## src/rtl/iommu_ip_ctrl.sv

```systemverilog
// ---------------------------------------------------------------------------
// iommu_ip_ctrl
//   Interrupt-pending controller for the IOMMU. Holds ipsr.cip / ipsr.fip,
//   applies software W1C clears, coalesces fault-queue record interrupts by
//   count threshold or timeout, and drives level wired-signalled interrupt
//   lines when wired mode is selected.
//
// Ports
//   clk_i, rst_ni        clock, asynchronous active-low reset
//   cq_ie_i, fq_ie_i     interrupt enables (gate new sets only)
//   cq_err_i             CQ error pulse
//   cq_fence_wi_i        IOFENCE.C with WSI=1 completion pulse
//   fq_rec_i             new FQ record pulse (coalesced)
//   fq_err_i             FQ error pulse (bypasses coalescing)
//   ipsr_w1c_i           W1C strobe: bit0 clears cip, bit1 clears fip
//   coal_thresh_i        records per fip assertion (0/1 = no coalescing)
//   coal_timeout_i       max cycles to hold coalesced records (0 = none)
//   igs_wsi_i            1 = wired interrupts, 0 = MSI
//   civ_i, fiv_i         CQ / FQ interrupt vector indices
//   cip_o, fip_o         registered pending bits to the MSI generator
//   wsi_o                level wired interrupt lines
// ---------------------------------------------------------------------------
module iommu_ip_ctrl #(
  parameter int unsigned N_INT_VEC = 16,
  parameter int unsigned CNT_W     = 8,
  parameter int unsigned TMR_W     = 16
) (
  input  logic                 clk_i,
  input  logic                 rst_ni,
  input  logic                 cq_ie_i,
  input  logic                 fq_ie_i,
  input  logic                 cq_err_i,
  input  logic                 cq_fence_wi_i,
  input  logic                 fq_rec_i,
  input  logic                 fq_err_i,
  input  logic [1:0]           ipsr_w1c_i,
  input  logic [CNT_W-1:0]     coal_thresh_i,
  input  logic [TMR_W-1:0]     coal_timeout_i,
  input  logic                 igs_wsi_i,
  input  logic [3:0]           civ_i,
  input  logic [3:0]           fiv_i,
  output logic                 cip_o,
  output logic                 fip_o,
  output logic [N_INT_VEC-1:0] wsi_o
);

  typedef enum logic {
    IDLE,
    ACCUM
  } coal_state_e;

  coal_state_e      state_q;
  logic [CNT_W-1:0] cnt_q;
  logic [CNT_W-1:0] cnt_next;
  logic [TMR_W-1:0] tmr_q;
  logic [TMR_W-1:0] tmr_inc;
  logic             coalesce_fire;
  logic             cip_set;
  logic             fip_set;
  logic             cip_q;
  logic             fip_q;

  // Saturating increments so a stalled consumer can never wrap the count
  // back below the threshold or the timer back below the timeout.
  always_comb begin
    cnt_next = (cnt_q == '1) ? cnt_q : cnt_q + CNT_W'(fq_rec_i);
    tmr_inc  = (tmr_q == '1) ? tmr_q : tmr_q + TMR_W'(1);
  end

  // Fire decision is combinational so that an uncoalesced record (threshold
  // 0 or 1) and a threshold/timeout hit both reach fip with one-cycle
  // latency. Threshold and timeout are compared live.
  always_comb begin
    coalesce_fire = 1'b0;
    if (fq_ie_i) begin
      case (state_q)
        IDLE:    coalesce_fire = fq_rec_i && (coal_thresh_i <= CNT_W'(1));
        ACCUM:   coalesce_fire = (cnt_next >= coal_thresh_i) ||
                                 ((coal_timeout_i != '0) && (tmr_q >= coal_timeout_i));
        default: coalesce_fire = 1'b0;
      endcase
    end
  end

  // Coalescing FSM. Disabling the FQ interrupt abandons any accumulation.
  always_ff @(posedge clk_i or negedge rst_ni) begin
    if (!rst_ni) begin
      state_q <= IDLE;
      cnt_q   <= '0;
      tmr_q   <= '0;
    end else if (!fq_ie_i) begin
      state_q <= IDLE;
      cnt_q   <= '0;
      tmr_q   <= '0;
    end else begin
      case (state_q)
        IDLE: begin
          if (fq_rec_i && !coalesce_fire) begin
            state_q <= ACCUM;
            cnt_q   <= CNT_W'(1);
            tmr_q   <= TMR_W'(1);
          end
        end
        ACCUM: begin
          if (coalesce_fire) begin
            state_q <= IDLE;
            cnt_q   <= '0;
            tmr_q   <= '0;
          end else begin
            cnt_q <= cnt_next;
            tmr_q <= tmr_inc;
          end
        end
        default: begin
          state_q <= IDLE;
          cnt_q   <= '0;
          tmr_q   <= '0;
        end
      endcase
    end
  end

  assign cip_set = cq_ie_i & (cq_err_i | cq_fence_wi_i);
  assign fip_set = fq_ie_i & (fq_err_i | coalesce_fire);

  // Set has priority over W1C in the same cycle; enables only gate sets.
  always_ff @(posedge clk_i or negedge rst_ni) begin
    if (!rst_ni) begin
      cip_q <= 1'b0;
      fip_q <= 1'b0;
    end else begin
      cip_q <= cip_set | (cip_q & ~ipsr_w1c_i[0]);
      fip_q <= fip_set | (fip_q & ~ipsr_w1c_i[1]);
    end
  end

  assign cip_o = cip_q;
  assign fip_o = fip_q;

  // Wired lines decode only flop outputs and static vector selects, so they
  // stay glitch-free. A shared vector is the OR of both pending bits.
  always_comb begin
    wsi_o = '0;
    for (int v = 0; v < int'(N_INT_VEC); v++) begin
      wsi_o[v] = igs_wsi_i & ((cip_q & (civ_i == 4'(v))) |
                              (fip_q & (fiv_i == 4'(v))));
    end
  end

endmodule

```

## config.mk

```make
export PLATFORM = sky130hd
export DESIGN_NAME = iommu_ip_ctrl
export DESIGN_NICKNAME = d
export VERILOG_FILES = /design/src/rtl/iommu_ip_ctrl.sv
export SDC_FILE = /design/constraint.sdc
export NUM_CORES = 1
export LEC_CHECK = 0
export ABC_AREA = 1
export BUFFER_PORTS_ARGS = -buffer_cell sky130_fd_sc_hd__buf_2
export CELL_PAD_IN_SITES_DETAIL_PLACEMENT = 1
export CELL_PAD_IN_SITES_GLOBAL_PLACEMENT = 1
export CORE_UTILIZATION = 42
export CTS_BUF_LIST = sky130_fd_sc_hd__clkbuf_8
export DETAILED_ROUTE_END_ITERATION = 7
export PLACE_DENSITY_LB_ADDON = 0.1
export SLEW_MARGIN = 0
export SYNTH_ARGS = -nofsm -noshare
export SYNTH_HDL_FRONTEND = slang
export SYNTH_SLANG_ARGS = --single-unit
```

## constraint.sdc

```tcl
create_clock -name clk_i -period 5.77 [get_ports clk_i]
set_input_delay 0.8655 -clock clk_i [delete_from_list [all_inputs] [get_ports clk_i]]
set_output_delay 0.8655 -clock clk_i [all_outputs]
set_load 0.05 [all_outputs]
```

* Word-level counts from Yosys, hierarchy flattened
Cells that the tools add are included. W data, S select, Z words.
Word-level totals: flip-flop bits (word level) 27, input bits 43, output and inout bits 18, logic and storage cells 144
Cells by class: add/subtract/negate cells 2, magnitude comparators 3, equality and inequality tests 34, mux-type cells 16, bitwise logic cells 75, reductions and logical operators 9
Operators by type and width (number):
- $eq A4 B4 Y1 const B | 16
- $mux W16 | 4
- $and A1 B1 Y1 | 52
- $eq A4 B3 Y1 const B | 8
- $mux W8 | 4
- $pmux W16 S2 | 1
- $or A1 B1 Y1 | 20
- $add A16 B1 Y16 const B | 1
- $eq A16 B16 Y1 const B | 1
- $eq A4 B2 Y1 const B | 4
- $ge A16 B16 Y1 | 1
- $pmux W8 S2 | 1
- $reduce_bool A16 Y1 | 1
- $add A8 B1 Y8 | 1
- $eq A4 B1 Y1 const B | 2
- $eq A8 B8 Y1 const B | 1
- $ge A8 B8 Y1 | 1
- $le A8 B1 Y1 const B | 1
- $logic_not A4 Y1 | 2
- $mux W1 | 4
- $ne A4 B4 Y1 const B | 1
- $pmux W1 S2 | 2
- $logic_and A1 B1 Y1 | 3
- $ne A3 B3 Y1 const B | 1
- other kinds (4) | 6

* Longest topological paths before layout
depth in word-level cells 11, mapped depth 21, gate-level depth less buffers 21

* Worst setup path before layout
OpenSTA, ideal clock, no wires.
kind register to output, from register fip_q (netlist: fip_o), to output wsi_o[10], arrival time 2.149 ns, required time 4.905 ns, path slack 2.756 ns, cell stages (with the launch flop) 6, path buffers 1, path through dfrtp_1 > clkbuf_1 > inv_1 > nor3_1 > nand2_1 > a21oi_1
Between the ends: cells in the longest elaborated chain, start to end 3
RTL lines:
- from (decl) | line 61 | logic fip_q;
- from (signal assigned) | line 133 | fip_q <= fip_set | (fip_q & ~ipsr_w1c_i[1]);
- $and A1 B1 Y1 | line 146 | (fip_q & (fiv_i == 4'(v))));
- $or A1 B1 Y1 | line 145 | wsi_o[v] = igs_wsi_i & ((cip_q & (civ_i == 4'(v))) |
- $and A1 B1 Y1 | line 145
- to (decl) | line 44 | output logic [N_INT_VEC-1:0] wsi_o
Every way passes these cells.

* Final worst setup path
from input fq_rec_i, to register cnt_q[0]
Between the ends: cells in the longest elaborated chain, start to end 9, elaborated cells between the ends (all ways) 13, those cells by class add/sub (1); order compare (1); eq/ne (1); mux (6); reduce/logical (4)
RTL lines:
- from (decl) | line 34 | input logic fq_rec_i,
- $add A8 B1 Y8 | line 66 | cnt_next = (cnt_q == '1) ? cnt_q : cnt_q + CNT_W'(fq_rec_i);
- $mux W8 | line 66
- $ge A8 B8 Y1 | line 78 | ACCUM: coalesce_fire = (cnt_next >= coal_thresh_i) ||
- $logic_or A1 B1 Y1 | line 78
- $pmux W1 S2 | line 76 | case (state_q)
- $mux W1 | line 75 | if (fq_ie_i) begin
- $mux W8 / $logic_not A1 Y1 (equally long branches) | line 105, 98
- $pmux W8 S2 / $logic_and A1 B1 Y1 (equally long branches) | line 96, 98
- $mux W8 / $ne A3 B3 Y1 (equally long branches)
- to (signal assigned) | line 110 | cnt_q <= cnt_next;
- to (decl) | line 53 | logic [CNT_W-1:0] cnt_q;
Several ways; a longest one is shown, not always the timed one. A chain may end at the register's enable or synchronous reset.

==> run_results.csv <==
group,metric,value,unit
outcome,status,"completed",
power,p_sw,0.000139,W
synthesis,synth_top_family_by_area,"simple AND/OR/NAND/NOR gates",
synthesis,syn-num-nets,506,
clock_tree,cts_resized,0,
power,p_per_area,132,nW/um2
finish,layout-drive-gt1-share,0.139,
synthesis,async_reset_ff_frac,1.00,
finish,nets,567,
synthesis,synth_edf_count,0,
worst_setup_path,slowest_delay,0.43,ns
clock_tree,cts_hold_buf,0,
synthesis,yosys.area_share.simple,0.346,
power,leakagePower,1.78,nW
synthesis,synth-seq-area-share,0.249,
global_routing,track_usage,0.259,
synthesis,yosysUniqueCellTypes,26,
worst_setup_path,path_buf_inv,1,
power,power_frac_comb,0.262,
routing,drt_first_iter_violations,131,
worst_setup_path,path_common_cell,"nand3_1",
placement,place.port_buffers,60,
clock_tree,cts_tree,"done",
clock_tree,insertion_delay,0.27,ns
floorplan,fp.coreArea,6060,um2
routing,ant_nets,0,
clock_tree,cts_buffers,3,
global_routing,grt_pass1_vias,2969,
finish,final_util,0.517,
worst_setup_path,crit_chain,"buf_2 > ha_1 > nand3_1 > nor2_1 > nand3_1 > nor2_1 > xnor2_1 > nand2_1 > ha_1 > nand2_1 > a21oi_1 > nand3b_1 > a21oi_1 > nand3_1 > o211ai_1",
synthesis,syn-cell-area,2710,um2
clock_tree,clockBufferDepth,2,
clock_tree,h-tree-depth,1,
worst_setup_path,path_class,"input port to flip-flop",
finish,multi_input_area,1660,um2
clock_tree,cts_setup_buffers,0,
synthesis,synthAdderAreaFrac,0.124,
sta,drv_slew,0,
sta,hold_violations,0,
floorplan,die_w,82.4,um
sta,finalSetupViolations,0,
routing,vias,3001,
sta,max_freq,0.298,GHz
sta,slew-limit-headroom,0.543,
power,swShare,0.335,
placement,hpwlAfterDp,6.69,mm
worst_setup_path,crit_family,"simple AND/OR/NAND/NOR gates",
hold_path,hold_depth,2,
sta,fin_crit,3.35,ns
power,ir_drop,0.0000909,V
worst_setup_path,critPathRequiredTime,5.94,ns
routing,drt_pass1_iterations,4,
flow_run,max_cap_viol_count,0,
finish,seq_area,676,um2
clock_tree,cts_num_sinks,27,
global_routing,grt_pass1_wl,13.5,mm
worst_setup_path,critPathCaptureType,"flip-flop",
worst_setup_path,worst-path-stages,15,
placement,place_congestion,0.874,
worst_setup_path,worstRegToRegCells,17,
clock_tree,cts.clk_slew.worst_paths,0.09,ns
synthesis,ys_ff_latch,27,
finish,diodes,0,
finish,area_growth,15.5,%
sta,rsz0062_at_grt,"false",
floorplan,die_y,82.4,um
global_routing,grt.overflow.total,0,
floorplan,ios,61,
floorplan,rows,28,
finish,fillCellCount,885,
power,clkPwrFrac,0.256,
sta,finClkSkew,0.00347,ns
routing,drc,0,
floorplan,die_area,6790,um2
floorplan,start_util,0.448,
synthesis,syn_inst,436,
synthesis,synthFlopType,"dfrtp_1",
clock_tree,clock_tree.root_cell,"clkbuf_8",
routing,wirelength,7.99,mm
worst_setup_path,arrival,3.53,ns
worst_setup_path,crit_slowest_cell,"nand3_1",
synthesis,synth_area_per_cell,6.22,um2
sta,fin_setup_tns,0,ns
synthesis,synthMuxAreaShare,0,
synthesis,synth-compound-area-share,0.130,
routing,vias_per_cell,5.26,
synthesis,yosys.area_share.xor_xnor,0.0129,
power,p_seq_frac,0.482,
synthesis,yosys_warnings,0,
power,internal_power,0.000275,W
worst_setup_path,startpoint_type,"input port",
sta,fin_crit_sh,0.581,
global_routing,antenna_found_initial,0,
routing,wl_per_cell,14.0,um
hold_path,min_path_type,"flip-flop to flip-flop",
sta,worstMarginPinSlew,0.680,ns
worst_setup_path,crit_fanout,11,
global_routing,grt_max_degree,28,
[final timing paths]
path / from / to / slack, ns
max: fq_rec_i / cnt_q[0] / 2.42
min: tmr_q[14] / tmr_q[14] / 0.55
max reg2reg: cnt_q[4] / cnt_q[0] / 2.56
min reg2reg: tmr_q[14] / tmr_q[14] / 0.55
max in group asynchronous: rst_ni / cnt_q[1] / 4.77
min in group asynchronous: rst_ni / tmr_q[2] / 0.59
[state kept, by name, indices dropped and copies added (netlist names)]
name     flops
tmr_q       16
cnt_q        8
cip_o        1
fip_o        1
state_q      1
[power groups by stage]
stage | sequential, W | clock, W | combinational, W
2_1_floorplan | 0.000206 | 0 | 0.0000634
3_3_place_gp | 0.000203 | 0 | 0.000105
3_5_place_dp | 0.000203 | 0 | 0.000110
4_1_cts | 0.000200 | 0.000111 | 0.000110
5_1_grt | 0.000200 | 0.000116 | 0.000124
6_report | 0.000199 | 0.000106 | 0.000109
[worst min-delay path: cells and delay by family, from the launching register on]
| kind | cells | cell delay [ns] |
|---|---|---|
| simple gates | 2 | 0.12 |
| flops | 1 | 0.41 |
[kinds of logic (layout without fill, tap and decap cells)]
logic type               count (synthesis)  count (layout)
AND/OR/NAND/NOR                        218             218
flip-flops                              27              27
adder cells (fa/ha/maj)                 27              27
buffers and inverters                   98             158
XOR/XNOR                                 4               4
AO/OA/AOI/OAI                           62              62
[layout make-up]
type,count,share of cell area
multi-input cells,311,0.531
flip-flops and latches,27,0.216
well taps,75,0.0299
clock inverters,1,0.00120
clock buffers,3,0.0132
inverters,93,0.111
repair buffers,61,0.0982
[cells in the mapped netlist (2+ instances only)]
cell type    n  area [um2]
nand2_1    113         424
inv_1       93         349
nor2_1      45         169
dfrtp_1     27         676
ha_1        27         338
a21oi_1     26         130
nand3_1     21         105
o21ai_0     20         100
nand4_1     15        93.8
nor3_1      15        75.1
a22oi_1      4        30.0
a32oi_1      4        35.0
clkbuf_1     4        15.0
o211ai_1     4        30.0
nor4_1       3        18.8
o22ai_1      3        18.8
xnor2_1      2        17.5
xor2_1       2        17.5
[metrics by stage]
step | cell area [um2] | cells | setup slack, ns | hold slack [ns] | power, W
floorplan | 2710 | 436 | 2.76 | 0.487 | 0.000269
global placement | 3090 | 567 | 2.33 | 0.521 | 0.000308
detailed placement | 3090 | 567 | 2.18 | 0.531 | 0.000313
CTS | 3130 | 571 | 2.41 | 0.554 | 0.000420
global route | 3130 | 571 | 2.06 | 0.583 | 0.000440
finish | 3130 | 571 | 2.42 | 0.548 | 0.000414
[routing by layer]
layer  GRT usage  vias up  part of all wire
met1       0.339     1409              0.47
met3      0.0165        4             0.042
met5           0        -                 0
met4      0.0456        0            0.0064
met2       0.471       63              0.48
li1            -     1525                 -
[cells in the final DEF, fill, tap and decap left out, types with 3 or more instances in the layout]
master / n
nand2_1: 113
inv_1: 94
buf_2: 60
nor2_1: 45
ha_1: 27
dfrtp_1: 27
a21oi_1: 26
nand3_1: 21
o21ai_0: 20
nor3_1: 15
nand4_1: 15
a22oi_1: 4
o211ai_1: 4
a32oi_1: 4
nor4_1: 3
o22ai_1: 3
clkbuf_8: 3
(Power assumes the default switching activity.)
